$ cat src/rtl/button_ctrl.sv
// Button control FSM: pause/run toggling, minutes/seconds field select and
// rate-limited adjust strobes. Every output is driven straight from a flop.
module button_ctrl #(
    parameter int unsigned STEP_PERIOD = 250
) (
    input  logic       clk,
    input  logic       rst,
    input  logic       pause_i,
    input  logic       sel_i,
    input  logic       adj_i,
    output logic [1:0] state,
    output logic       paused,
    output logic       sel_sec,
    output logic       pause_pulse,
    output logic       adj_step
);

    localparam int unsigned CNT_W = $clog2(STEP_PERIOD);
    localparam logic [CNT_W-1:0] CNT_LAST = CNT_W'(STEP_PERIOD - 1);

    typedef enum logic [1:0] {
        ST_RUN    = 2'd0,
        ST_PAUSED = 2'd1,
        ST_ADJUST = 2'd2
    } state_e;

    state_e           state_r;
    state_e           ret_r;
    logic             pause_prev_r;
    logic             sel_prev_r;
    logic             sel_sec_r;
    logic             pause_pulse_r;
    logic             adj_step_r;
    logic             paused_r;
    logic [CNT_W-1:0] cnt_r;

    state_e           state_nxt_s;
    state_e           ret_nxt_s;
    logic [CNT_W-1:0] cnt_nxt_s;
    logic             step_nxt_s;
    logic             pause_press_s;
    logic             sel_press_s;

    assign pause_press_s = pause_i & ~pause_prev_r;
    assign sel_press_s   = sel_i & ~sel_prev_r;

    // Next-state, return-target and step-counter decode.
    always_comb begin
        state_nxt_s = state_r;
        ret_nxt_s   = ret_r;
        cnt_nxt_s   = {CNT_W{1'b0}};
        step_nxt_s  = 1'b0;
        case (state_r)
            ST_RUN, ST_PAUSED: begin
                // Adjust wins; the entry cycle carries the first step strobe.
                if (adj_i) begin
                    state_nxt_s = ST_ADJUST;
                    ret_nxt_s   = state_r;
                    step_nxt_s  = 1'b1;
                end else if (pause_press_s) begin
                    state_nxt_s = (state_r == ST_RUN) ? ST_PAUSED : ST_RUN;
                end else begin
                    state_nxt_s = state_r;
                end
            end
            ST_ADJUST: begin
                if (!adj_i) begin
                    state_nxt_s = ret_r;
                end else begin
                    if (pause_press_s) begin
                        ret_nxt_s = (ret_r == ST_RUN) ? ST_PAUSED : ST_RUN;
                    end else begin
                        ret_nxt_s = ret_r;
                    end
                    // A field change restarts the step cadence without a strobe.
                    if (sel_press_s) begin
                        cnt_nxt_s  = {CNT_W{1'b0}};
                        step_nxt_s = 1'b0;
                    end else if (cnt_r == CNT_LAST) begin
                        cnt_nxt_s  = {CNT_W{1'b0}};
                        step_nxt_s = 1'b1;
                    end else begin
                        cnt_nxt_s  = cnt_r + {{(CNT_W-1){1'b0}}, 1'b1};
                        step_nxt_s = 1'b0;
                    end
                end
            end
            default: begin
                state_nxt_s = ST_RUN;
                ret_nxt_s   = ST_RUN;
            end
        endcase
    end

    // State, edge-detect history and registered outputs.
    always_ff @(posedge clk) begin
        if (rst) begin
            state_r       <= ST_RUN;
            ret_r         <= ST_RUN;
            pause_prev_r  <= pause_i;
            sel_prev_r    <= sel_i;
            sel_sec_r     <= 1'b0;
            pause_pulse_r <= 1'b0;
            adj_step_r    <= 1'b0;
            paused_r      <= 1'b0;
            cnt_r         <= {CNT_W{1'b0}};
        end else begin
            state_r       <= state_nxt_s;
            ret_r         <= ret_nxt_s;
            pause_prev_r  <= pause_i;
            sel_prev_r    <= sel_i;
            sel_sec_r     <= sel_sec_r ^ sel_press_s;
            pause_pulse_r <= pause_press_s;
            adj_step_r    <= step_nxt_s;
            paused_r      <= (state_nxt_s != ST_RUN);
            cnt_r         <= cnt_nxt_s;
        end
    end

    assign state       = state_r;
    assign paused      = paused_r;
    assign sel_sec     = sel_sec_r;
    assign pause_pulse = pause_pulse_r;
    assign adj_step    = adj_step_r;

endmodule

$ cat config.mk
export PLATFORM = sky130hd
export DESIGN_NAME = button_ctrl
export DESIGN_NICKNAME = d
export VERILOG_FILES = /design/src/rtl/button_ctrl.sv
export SDC_FILE = /design/constraint.sdc
export NUM_CORES = 1
export LEC_CHECK = 0
export BUFFER_PORTS_ARGS = -buffer_cell sky130_fd_sc_hd__buf_2
export CORE_MARGIN = 10
export CORE_UTILIZATION = 52
export CTS_CLUSTER_DIAMETER = 120
export DETAILED_ROUTE_END_ITERATION = 10
export GPL_TIMING_DRIVEN = 0
export MAX_ROUTING_LAYER = met4
export PLACE_DENSITY_LB_ADDON = 0.05
export RECOVER_POWER = 50
export SLEW_MARGIN = 10
export SYNTH_ARGS = -nofsm -noshare
export SYNTH_HDL_FRONTEND = slang
export SYNTH_SLANG_ARGS = --single-unit
$ cat constraint.sdc
create_clock -name clk -period 1.6 [get_ports clk]
set_input_delay 0.08 -clock clk [delete_from_list [all_inputs] [get_ports clk]]
set_output_delay 0.08 -clock clk [all_outputs]
set_load 0.005 [all_outputs]
* Word level (Yosys, flattened, before mapping) *
Cells that the tools add are included.

storage, ports and cells
  bits of input ports = 5
  output and inout bits = 6
  register bits = 18

cells by class
  bitwise operators = 7
  add/subtract/negate cells = 1
  mux-type cells = 14
  equality and inequality tests = 5
  reductions and logical operators = 6

operators by type and width
  cell                 number
  $mux 2               5
  $add 8x1->8 const B  1
  $eq 8x8->1 const B   1
  $pmux 2 s2           2
  $mux 1               6
  $reduce_or 5->1      1
  $logic_not 2->1      2
  $ne 2x2->1 const B   2
  $not 1->1            4
  $and 1x1->1          2
  $eq 2x1->1 const B   1
  $eq 2x2->1 const B   1
  $pmux 1 s2           1
  $reduce_and 2->1     1
  $reduce_bool 2->1    1
  $reduce_or 2->1      1
  $xor 1x1->1          1

* Depth between registers and ports, before layout *
Gate-level depths: netlist (run 1).

  word-level depth = 6
  depth in mapped cells = 6
  gate-level depth less buffers = 6

* Worst setup path after synthesis (run 1) *
No wires, ideal clock.

  kind = register -> register
  start = register cnt_r[0]
  end = register adj_step_r (netlist: adj_step)
  cell stages (with the launch flop) = 6
  path slack = 0.358 ns
  setup time = 0.070 ns
  arrival = 1.172 ns
  path through = dfxtp_1 > ha_1 > and3b_2 > nand2_2 > or3_1 > a21oi_1

between the ends
  longest elaborated chain between the ends = 5

RTL lines
  what                    RTL line  source
  start, declared         35        logic [CNT_W-1:0] cnt_r;
  start signal, assigned  106       cnt_r <= {CNT_W{1'b0}};
  start signal, assigned  116       cnt_r <= cnt_nxt_s;
  $eq 8x8->1              79        end else if (cnt_r == CNT_LAST) begin
  $mux 1                  79
  $mux 1                  76        if (sel_press_s) begin
  $mux 1                  67        if (!adj_i) begin
  $pmux 1 s2              53        case (state_r)
  end signal, assigned    114       adj_step_r <= step_nxt_s;
  end, declared           33        logic adj_step_r;

Every way passes these cells.
A chain may end at the register's enable or synchronous reset.

* Worst setup path after layout (run 1) *
  start = input sel_i
  end = register cnt_r[4]

between the ends
  longest elaborated chain between the ends = 2

RTL lines
  what                       RTL line  source
  start, declared            9         input logic sel_i,
  $and 1x1->1                45        assign sel_press_s = sel_i & ~sel_prev_r;
  $reduce_or 5->1 (no line)  -

Every way passes these cells.

==> results.sh, run 1 <==
export IMPL_min_path_cells=2
export IMPL_clk_pin_slew_worst_paths_ns=0.10
export IMPL_final_common_cell="dfxtp_1"
export IMPL_dieArea_um2=3340
export IMPL_cts_tree="done"
export IMPL_cap_viol_max_count=0
export IMPL_cts_made_buffers=3
export IMPL_vdd_drop_max_mv=0.634
export IMPL_hold_viol=0
export IMPL_p_sw_share_pct=22.2
export IMPL_cts_root_buf="clkbuf_4"
export IMPL_path_class="in2reg"
export IMPL_syn_num_nets=83
export IMPL_largest_reg_flops=8
export IMPL_rsz0062_at_grt="false"
export IMPL_via_count=552
export IMPL_wl_um=1350
export IMPL_grt_pass1_vias=564
export IMPL_critical_path_slowest_cell="dlygate4sd3_1"
export IMPL_die_y_um=57.8
export IMPL_tightest_slew_ns=0.252
export IMPL_period_minus_slack_ns=1.36
export IMPL_crit_path_end_kind="register"
export IMPL_path_max_fanout=5
export IMPL_wl_per_cell_um=12.7
export IMPL_ant_nets=0
export IMPL_max_freq_mhz=735
export IMPL_ys_types=33
export IMPL_cts_sinks=18
export IMPL_gp_congestion=0.778
export IMPL_grt_overflow_total=0
export IMPL_ff2ff_path_depth=4
export IMPL_area_growth_pct=13.6
export IMPL_whs_endpoint="sel_sec$_SDFF_PP0_"
export IMPL_crit_chain="dlygate4sd3_1 -> clkbuf_1 -> and2b_4 -> or3_4 -> nand2b_4 -> nor2_1"
export IMPL_portBuffers=10
export IMPL_cp_top_family="simple AND/OR/NAND/NOR gates"
export IMPL_status="complete, no violations"
export IMPL_worstSetupStartpointType="primary input"
export IMPL_cp_data_required_time_ns=1.82
export IMPL_cts_resized=0
export IMPL_postSynthCellCount=76
export IMPL_reg2reg_from="state[1]$_SDFF_PP0_"
export IMPL_clockBufferDepth=2
export IMPL_die_w_um=57.8
export IMPL_post_route_drc_count=0
export IMPL_antenna_found_initial=0
export IMPL_hold_start="rst"
export IMPL_ys_seq_area_share_pct=48.5
export IMPL_rows=13
export IMPL_regToRegSetupSlack_ns=0.25
export IMPL_leakage_nw=0.319
export IMPL_clock_latency_ns=0.28
export IMPL_synth_warnings=0
export IMPL_io_pins=11
export IMPL_synth_edf_count=0
export IMPL_synth_async_reset_ratio_pct=0
export IMPL_seqPwrFrac_pct=63.1
export IMPL_hold_class="in2reg"
export IMPL_netlist_area_leader_share_pct=48.5
export IMPL_critPathBufInv=2
export IMPL_final_util_pct=64.1
export IMPL_final_cell_mix="dfxtp_1, clkbuf_1, nor2_1"
export IMPL_maxSlewHeadroom_pct=83.2
export IMPL_switchingPower_uw=167
export IMPL_drtIter0Drc=11
export IMPL_synth_top_cells_by_area="dfxtp_1, xnor2_1, a21oi_1"
export IMPL_diodes=0
export IMPL_fp_coreArea_um2=1320
export IMPL_h_tree_depth=1
export IMPL_dpl_hpwl_um=975
export IMPL_via_per_inst=5.21
export IMPL_p_per_area_nw_per_um2=886
export IMPL_synth_avg_cell_area_um2=9.78
export IMPL_start_util_pct=56.4
export IMPL_grt_usage_pct=9.07
export IMPL_ys_ff_latch=18
export IMPL_finalCritPeriodShare_pct=85.1
export IMPL_synth_ff_type="dfxtp_1"
export IMPL_grt_first_pass_wirelength_um=2420
export IMPL_synth_top_area_cell="dfxtp_1"
export IMPL_finalNetCount=100
export IMPL_p_int_uw=582
export IMPL_arrival_ns=1.58
export IMPL_drt_pass1_iterations=4
export IMPL_slowest_delay_ns=0.53
export IMPL_grt_max_degree=10
export IMPL_p_comb_share_pct=8.0
export IMPL_p_clk_share_pct=28.9
export IMPL_drive_gt1_share_pct=12.1
export IMPL_hold_buffers=2
export IMPL_syn_area_um2=743
export IMPL_post_cts_setup_buffer_count=0
export IMPL_reg2reg_to="cnt_r[4]$_SDFF_PP0_"
export IMPL_regMostFlops="cnt_r"
export IMPL_slew_violations=0
export IMPL_tns_ns=0
export IMPL_setup_viol=0
export IMPL_clock_skew_ns=0.00499
## synth_stat cells, types with 2 or more instances
library cell,n
nand2_1,2
ha_1,2
nand2b_1,2
a21o_1,2
nand3_1,2
nor2b_1,3
or3_1,2
inv_1,2
dfxtp_1,18
a21oi_1,6
o21ai_0,3
nor2_1,8
xnor2_1,4
## routing by layer
metal  share of wire (%)  GRT usage, %
met5                   0             -
met4                0.96          4.03
met3                 6.1          3.27
met2                  45          14.3
met1                  48          10.0
## worst max path at each step
stage          slack, ns                start                   to  depth (start not counted)
4_1_cts             0.22                sel_i  cnt_r[4]$_SDFF_PP0_                          6
3_5_place_dp        0.28  cnt_r[0]$_SDFF_PP0_  adj_step$_SDFF_PP0_                          5
6_report            0.24                sel_i  cnt_r[4]$_SDFF_PP0_                          6
5_1_grt             0.12  state[1]$_SDFF_PP0_  cnt_r[4]$_SDFF_PP0_                          4
2_1_floorplan       0.36  cnt_r[0]$_SDFF_PP0_  adj_step$_SDFF_PP0_                          5
3_3_place_gp        0.29  cnt_r[0]$_SDFF_PP0_  adj_step$_SDFF_PP0_                          5
## metrics by stage
stage               area [um^2]  worst slack [ns]  hold slack [ns]  power [mW]  cells
global route                845             0.123           0.0439       0.785    106
global placement            812             0.289            0.193       0.541    101
floorplan                   743             0.358            0.108       0.517     76
finish                      845             0.239           0.0360       0.749    106
CTS                         855             0.218           0.0305       0.763    106
detailed placement          812             0.280            0.201       0.542    101
## area by class of cell
| cell class | instances | area [um^2] |
|---|---|---|
| Fill cell | 125 | 473 |
| Clock buffer | 3 | 22.5 |
| Timing Repair Buffer | 12 | 60.1 |
| Sequential cell | 18 | 360 |
| Inverter | 2 | 7.51 |
| Tap cell | 15 | 18.8 |
| Multi-Input combinational cell | 55 | 372 |
| Buffer | 1 | 3.75 |
## power by group through the flow
stage	Sequential [mW]	Clock (mW)	Combinational [mW]
after floorplan	0.483	0	0.0349
after global placement	0.482	0	0.0586
after detailed placement	0.483	0	0.0594
after CTS	0.473	0.227	0.0639
after global routing	0.475	0.241	0.0694
final	0.473	0.216	0.0600
## logic make-up after synthesis
family	Yosys count	synth area share [%]
AO/OA/AOI/OAI	16	13.1
AND/OR/NAND/NOR	31	26.3
buffers and inverters	3	1.52
adder cells (fa/ha/maj)	2	3.37
flip-flops	18	48.5
multiplexers	1	1.35
XOR/XNOR	5	5.89
Power figures use the tool's default switching activity.
==> inputs of run 2 (changes only) <==
--- a/config.mk
+++ b/config.mk
@@ -5,9 +5,10 @@
 export SDC_FILE = /design/constraint.sdc
 export NUM_CORES = 1
 export LEC_CHECK = 0
+export ABC_AREA = 1
 export BUFFER_PORTS_ARGS = -buffer_cell sky130_fd_sc_hd__buf_2
 export CORE_MARGIN = 10
-export CORE_UTILIZATION = 52
+export CORE_UTILIZATION = 53
 export CTS_CLUSTER_DIAMETER = 120
 export DETAILED_ROUTE_END_ITERATION = 10
 export GPL_TIMING_DRIVEN = 0
==> run 2 against run 1 <==
Combinational power rose by 5.3%; critical path depth decreased by 2; first-iteration DRC count decreased by 45%; sequential power is essentially flat; critical path type is now reg2reg; largest power group unchanged.
==> results.sh, run 2 <==
export IMPL_synth_top_cells_by_area="dfxtp_1, nand2_1, nor2_1"
export IMPL_start_util_pct=58.8
export IMPL_diodes=0
export IMPL_portBuffers=10
export IMPL_final_cell_mix="nand2_1, nor2_1, dfxtp_1"
export IMPL_io_pins=11
export IMPL_final_cells=134
export IMPL_arrival_ns=1.39
export IMPL_tightest_slew_ns=0.293
export IMPL_regMostFlops="cnt_r"
export IMPL_dpl_instance_area_um2=862
export IMPL_dpl_hpwl_um=1030
export IMPL_pre_cts_slack_ns=0.416
export IMPL_clock_skew_ns=0.00292
export IMPL_grt_usage_pct=9.05
export IMPL_vdd_drop_max_mv=0.563
export IMPL_grt_overflow_total=0
export IMPL_antenna_found_initial=0
export IMPL_netlist_area_leader_share_pct=45.4
export IMPL_status="complete, no violations"
export IMPL_via_count=617
export IMPL_worstSetupStartpointType="register"
export IMPL_hold_class="in2reg"
export IMPL_ys_ff_latch=18
export IMPL_maxSlewHeadroom_pct=80.4
export IMPL_drtIter0Drc=6
export IMPL_design_area_um2=917
export IMPL_post_route_drc_count=0
export IMPL_tns_ns=0
export IMPL_wl_um=1350
export IMPL_grt_first_pass_wirelength_um=2390
export IMPL_ant_nets=0
export IMPL_synth_async_reset_ratio_pct=0
export IMPL_cap_viol_max_count=0
export IMPL_max_freq_mhz=839
export IMPL_post_place_cells=127
export IMPL_die_w_um=58.7
export IMPL_dieArea_um2=3440
export IMPL_h_tree_depth=1
export IMPL_crit_path_end_kind="register"
export IMPL_critPathBufInv=0
export IMPL_cts_resized=0
export IMPL_slowest_delay_ns=0.40
export IMPL_syn_area_um2=793
export IMPL_hold_viol=0
export IMPL_post_cts_setup_buffer_count=0
export IMPL_clockBufferDepth=2
export IMPL_drt_pass1_iterations=4
export IMPL_synth_top_area_cell="dfxtp_1"
export IMPL_syn_num_nets=109
export IMPL_gp_congestion=0.882
export IMPL_clock_latency_ns=0.30
export IMPL_synth_avg_cell_area_um2=7.78
export IMPL_path_class="reg2reg"
export IMPL_cp_top_family="flip-flops"
export IMPL_setup_viol=0
export IMPL_synth_warnings=0
export IMPL_wl_per_cell_um=10.0
export IMPL_path_max_fanout=8
export IMPL_rsz0062_at_grt="false"
export IMPL_rows=13
export IMPL_drive_gt1_share_pct=14.3
export IMPL_period_minus_slack_ns=1.19
export IMPL_regToRegSetupSlack_ns=0.41
export IMPL_clk_pin_slew_worst_paths_ns=0.10
export IMPL_via_per_inst=4.60
export IMPL_synth_ff_type="dfxtp_1"
export IMPL_cts_sinks=18
export IMPL_leakage_nw=0.387
export IMPL_crit_chain="ha_1 -> nand3_1 -> o21ai_4 -> nor2_2"
export IMPL_area_growth_pct=15.6
export IMPL_cp_data_required_time_ns=1.79
export IMPL_cts_root_buf="clkbuf_4"
export IMPL_finalCritPeriodShare_pct=74.5
export IMPL_synth_common_cells="dfxtp_1, nand2_1, nor2_1, inv_1, nand3_1"
export IMPL_synth_edf_count=0
export IMPL_grt_max_degree=11
export IMPL_fp_coreArea_um2=1350
export IMPL_postSynthCellCount=102
export IMPL_grt_pass1_vias=582
export IMPL_largest_reg_flops=8
export IMPL_die_y_um=58.7
export IMPL_hold_buffers=3
export IMPL_finalNetCount=127
export IMPL_p_per_area_nw_per_um2=890
export IMPL_ys_types=20
export IMPL_slew_violations=0
export IMPL_setup_ws_ns=0.408
export IMPL_ys_seq_area_share_pct=45.4
export IMPL_cts_made_buffers=3
export IMPL_finalPower_uw=817
export IMPL_cts_tree="done"
export IMPL_critical_path_slowest_cell="dfxtp_1"
==> run 2: logic make-up (layout without fill, tap and decap cells) <==
| group | count (synthesis) | after routing | share of synthesized area, % |
|---|---|---|---|
| buffers and inverters | 15 | 32 | 7.10 |
| and+or+nand+nor | 55 | 55 | 32.2 |
| AOI/OAI and AO/OA | 8 | 8 | 7.73 |
| adders and majority gates | 2 | 2 | 3.15 |
| xor gates and xnor gates | 4 | 4 | 4.42 |
| DFF | 18 | 18 | 45.4 |
==> run 2: area by class of cell <==
| class | count | area, um^2 |
|---|---|---|
| fill | 119 | 433 |
| multi-input combinational | 69 | 374 |
| sequential | 18 | 360 |
| timing repair buffer | 13 | 71.3 |
| inverter | 15 | 56.3 |
| clock buffer | 4 | 36.3 |
| tap | 15 | 18.8 |
==> run 2: worst paths after layout <==
path	end	from	cells past startpoint
setup / recovery	cnt_r[6]$_SDFF_PP0_	cnt_r[0]$_SDFF_PP0_	4
hold reg to reg	ret_r[1]$_SDFFE_PP0P_	ret_r[1]$_SDFFE_PP0P_	2
setup reg to reg	cnt_r[6]$_SDFF_PP0_	cnt_r[0]$_SDFF_PP0_	4
hold / removal	adj_step$_SDFF_PP0_	adj_i	3
==> run 2: stage by stage <==
stage,hold slack [ns],utilization (%)
4_1_cts,0.0847,68.8
3_5_place_dp,0.202,63.9
5_1_grt,0.103,67.9
2_1_floorplan,0.108,-
3_3_place_gp,0.197,63.9
6_report,0.0965,67.9
==> run 2: routing by layer <==
layer	share of wire [%]	wire, um	GRT usage (%)	up-vias
li1	-	-	-	349
met1	55	743	10.6	252
met2	36	484	12.1	11
met3	5.7	76	3.43	5
met4	3.0	41	6.89	0
met5	0	0	-	-
==> run 2: tightest hold or removal path, cell delays in order <==
cell and delay, ns:
buf_2 0.14, nand2_1 0.08, a21oi_1 0.06
==> run 2: where the power goes <==
| group | total [mW] | internal, mW | switching, mW |
|---|---|---|---|
| clock | 0.283 | 0.139 | 0.145 |
| combinational | 0.0632 | 0.0265 | 0.0368 |
| sequential | 0.470 | 0.462 | 0.00806 |
| total | 0.817 | 0.627 | 0.189 |
==> inputs of run 3 (changes only) <==
--- a/config.mk
+++ b/config.mk
@@ -7,8 +7,9 @@
 export LEC_CHECK = 0
 export ABC_AREA = 1
 export BUFFER_PORTS_ARGS = -buffer_cell sky130_fd_sc_hd__buf_2
+export CORE_ASPECT_RATIO = 1.25
 export CORE_MARGIN = 10
-export CORE_UTILIZATION = 53
+export CORE_UTILIZATION = 48
 export CTS_CLUSTER_DIAMETER = 120
 export DETAILED_ROUTE_END_ITERATION = 10
 export GPL_TIMING_DRIVEN = 0
==> constraint.sdc (replaced) <==
create_clock -name clk -period 1 [get_ports clk]
set_input_delay 0.05 -clock clk [delete_from_list [all_inputs] [get_ports clk]]
set_output_delay 0.05 -clock clk [all_outputs]
set_load 0.005 [all_outputs]
==> run 3 against run 2 <==
The run now ends with setup timing left; final area up 17%; clock power grew 58%; setup slack worse by 0.47 ns; routed wire length rose by 11%; first-iteration DRC count rose to 2.5 times the previous value; critical path depth grew 2; sequential power up 59%; non-clock buffer count increased by 3; via count is 9.6% higher; fmax rose by 12%; largest cell class unchanged; largest power group unchanged.
==> results.sh, run 3 (synthesized netlist as in run 2, its figures left out) <==
export IMPL_status="finished, violations left"
export IMPL_violations="setup timing"
export IMPL_slew_violations=0
export IMPL_antenna_found_initial=0
export IMPL_dpl_hpwl_um=1100
export IMPL_drive_gt1_share_pct=40.2
export IMPL_die_y_um=65.5
export IMPL_cts_made_buffers=3
export IMPL_setup_viol=8
export IMPL_max_freq_mhz=939
export IMPL_portBuffers=10
export IMPL_wl_per_cell_um=10.7
export IMPL_worstSetupStartpoint="cnt_r[1]$_SDFF_PP0_"
export IMPL_cts_sinks=18
export IMPL_worstSetupStartpointType="register"
export IMPL_crit_path_end_kind="register"
export IMPL_cts_root_buf="clkbuf_4"
export IMPL_hold_start="rst"
export IMPL_use_met1_pct=8.63
export IMPL_grt_first_pass_wirelength_um=2570
export IMPL_period_minus_slack_ns=1.07
export IMPL_p_sw_share_pct=23.2
export IMPL_drtIter0Drc=15
export IMPL_hold_viol=0
export IMPL_vdd_drop_max_mv=0.809
export IMPL_final_cells=140
export IMPL_switchingPower_uw=303
export IMPL_finalCritPeriodShare_pct=107
export IMPL_register_area_um2=378
export IMPL_fp_coreArea_um2=1560
export IMPL_multiInputGateArea_um2=465
export IMPL_reg2reg_from="cnt_r[1]$_SDFF_PP0_"
export IMPL_io_pins=11
export IMPL_clock_latency_ns=0.29
export IMPL_grt_usage_pct=8.89
export IMPL_wl_um=1500
export IMPL_grt_busiest_layer="met2"
export IMPL_ant_nets=0
export IMPL_rows=16
export IMPL_die_w_um=56.4
export IMPL_via_count=676
export IMPL_start_util_pct=50.8
export IMPL_rsz0062_at_grt="true"
export IMPL_clock_skew_ns=0.00302
export IMPL_cts_tree="done"
export IMPL_setup_ws_ns=-0.0653
export IMPL_path_max_fanout=8
export IMPL_cap_viol_max_count=0
export IMPL_fillers=135
export IMPL_largest_reg_flops=8
export IMPL_met2_usage_pct=14.3
export IMPL_p_per_area_nw_per_um2=1220
export IMPL_dieArea_um2=3690
export IMPL_clockBufferDepth=2
export IMPL_post_route_drc_count=0
export IMPL_tns_ns=-0.479
export IMPL_p_clk_share_pct=34.1
export IMPL_tightest_slew_ns=0.198
export IMPL_final_common_cell="nand2_1"
export IMPL_path_class="reg2reg"
export IMPL_maxSlewHeadroom_pct=86.6
export IMPL_grt_overflow_total=0
export IMPL_final_cell_mix="nand2_1, inv_1, nor2_1"
export IMPL_grt_pass1_vias=610
export IMPL_via_per_inst=4.83
export IMPL_leakage_nw=0.428
export IMPL_seqPwrFrac_pct=57.0
export IMPL_drt_pass1_iterations=4
export IMPL_p_int_mw=1.01
export IMPL_grt_max_degree=11
export IMPL_use_met3_pct=3.46
export IMPL_h_tree_depth=1
export IMPL_area_growth_pct=34.9
export IMPL_clk_pin_slew_worst_paths_ns=0.10
export IMPL_gp_congestion=0.824
export IMPL_diodes=0
export IMPL_p_comb_share_pct=8.9
export IMPL_cp_data_required_time_ns=1.19
export IMPL_arrival_ns=1.26
export IMPL_post_place_cells=130
export IMPL_regMostFlops="cnt_r"
export IMPL_finalNetCount=130
export IMPL_hold_class="in2reg"
-- run 3: worst paths after layout --
path	to	slack, ns	depth (start not counted)
worst max-delay path	cnt_r[6]$_SDFF_PP0_	-0.07	6
worst min-delay path	ret_r[1]$_SDFFE_PP0P_	0.08	4
worst max register to register	cnt_r[6]$_SDFF_PP0_	-0.07	6
worst min register to register	cnt_r[0]$_SDFF_PP0_	0.46	1
-- run 3: worst max-delay path, stage by stage (launching register included) --
cell and delay [ns]:
dfxtp_4 0.37, inv_2 0.06, ha_4 0.13, nand3_4 0.06, o21ai_4 0.14, buf_12 0.15
nor2_2 0.04
-- run 3: metal layers --
| metal | wire length [um] | up-vias |
|---|---|---|
| met3 | 75 | 2 |
| li1 | - | 356 |
| met1 | 627 | 307 |
| met2 | 779 | 11 |
| met4 | 14 | 0 |
| met5 | 0 | - |
-- run 3: layout make-up --
cell class / count / area share (%)
inverter: 15 / 5.26
sequential: 18 / 35.3
clock buffer: 4 / 3.39
tap: 18 / 2.11
multi-input combinational: 69 / 43.5
timing repair buffer: 16 / 10.4
-- run 3: repair_timing --
item / in CTS / in global routing
setup endpoints to repair: 11 / 13
gates resized for setup: 5 / 20
hold buffers: 3 / 0
setup buffers: 1 / 2
pin swaps: 4 / 7
hold endpoints to repair: 5 / 0
-- run 3: per-stage QoR --
step / setup WS (ns) / power [mW] / utilization, % / area [um^2] / hold slack, ns
after floorplan: -0.000751 / 0.826 / - / 842 / 0.0777
after global placement: -0.105 / 0.864 / 58.6 / 915 / 0.168
after detailed placement: -0.120 / 0.867 / 58.6 / 915 / 0.171
after CTS: -0.0813 / 1.34 / 64.7 / 1010 / 0.0517
after global routing: -0.120 / 1.38 / 68.5 / 1070 / 0.0811
final: -0.0653 / 1.31 / 68.5 / 1070 / 0.0807
-- run 3: power by group through the flow --
stage	sequential, mW	clock, mW	combinational [mW]
after global placement	0.766	0	0.0986
after CTS	0.748	0.474	0.114
after global routing	0.750	0.499	0.134
after detailed placement	0.766	0	0.101
final	0.746	0.446	0.116
after floorplan	0.767	0	0.0592
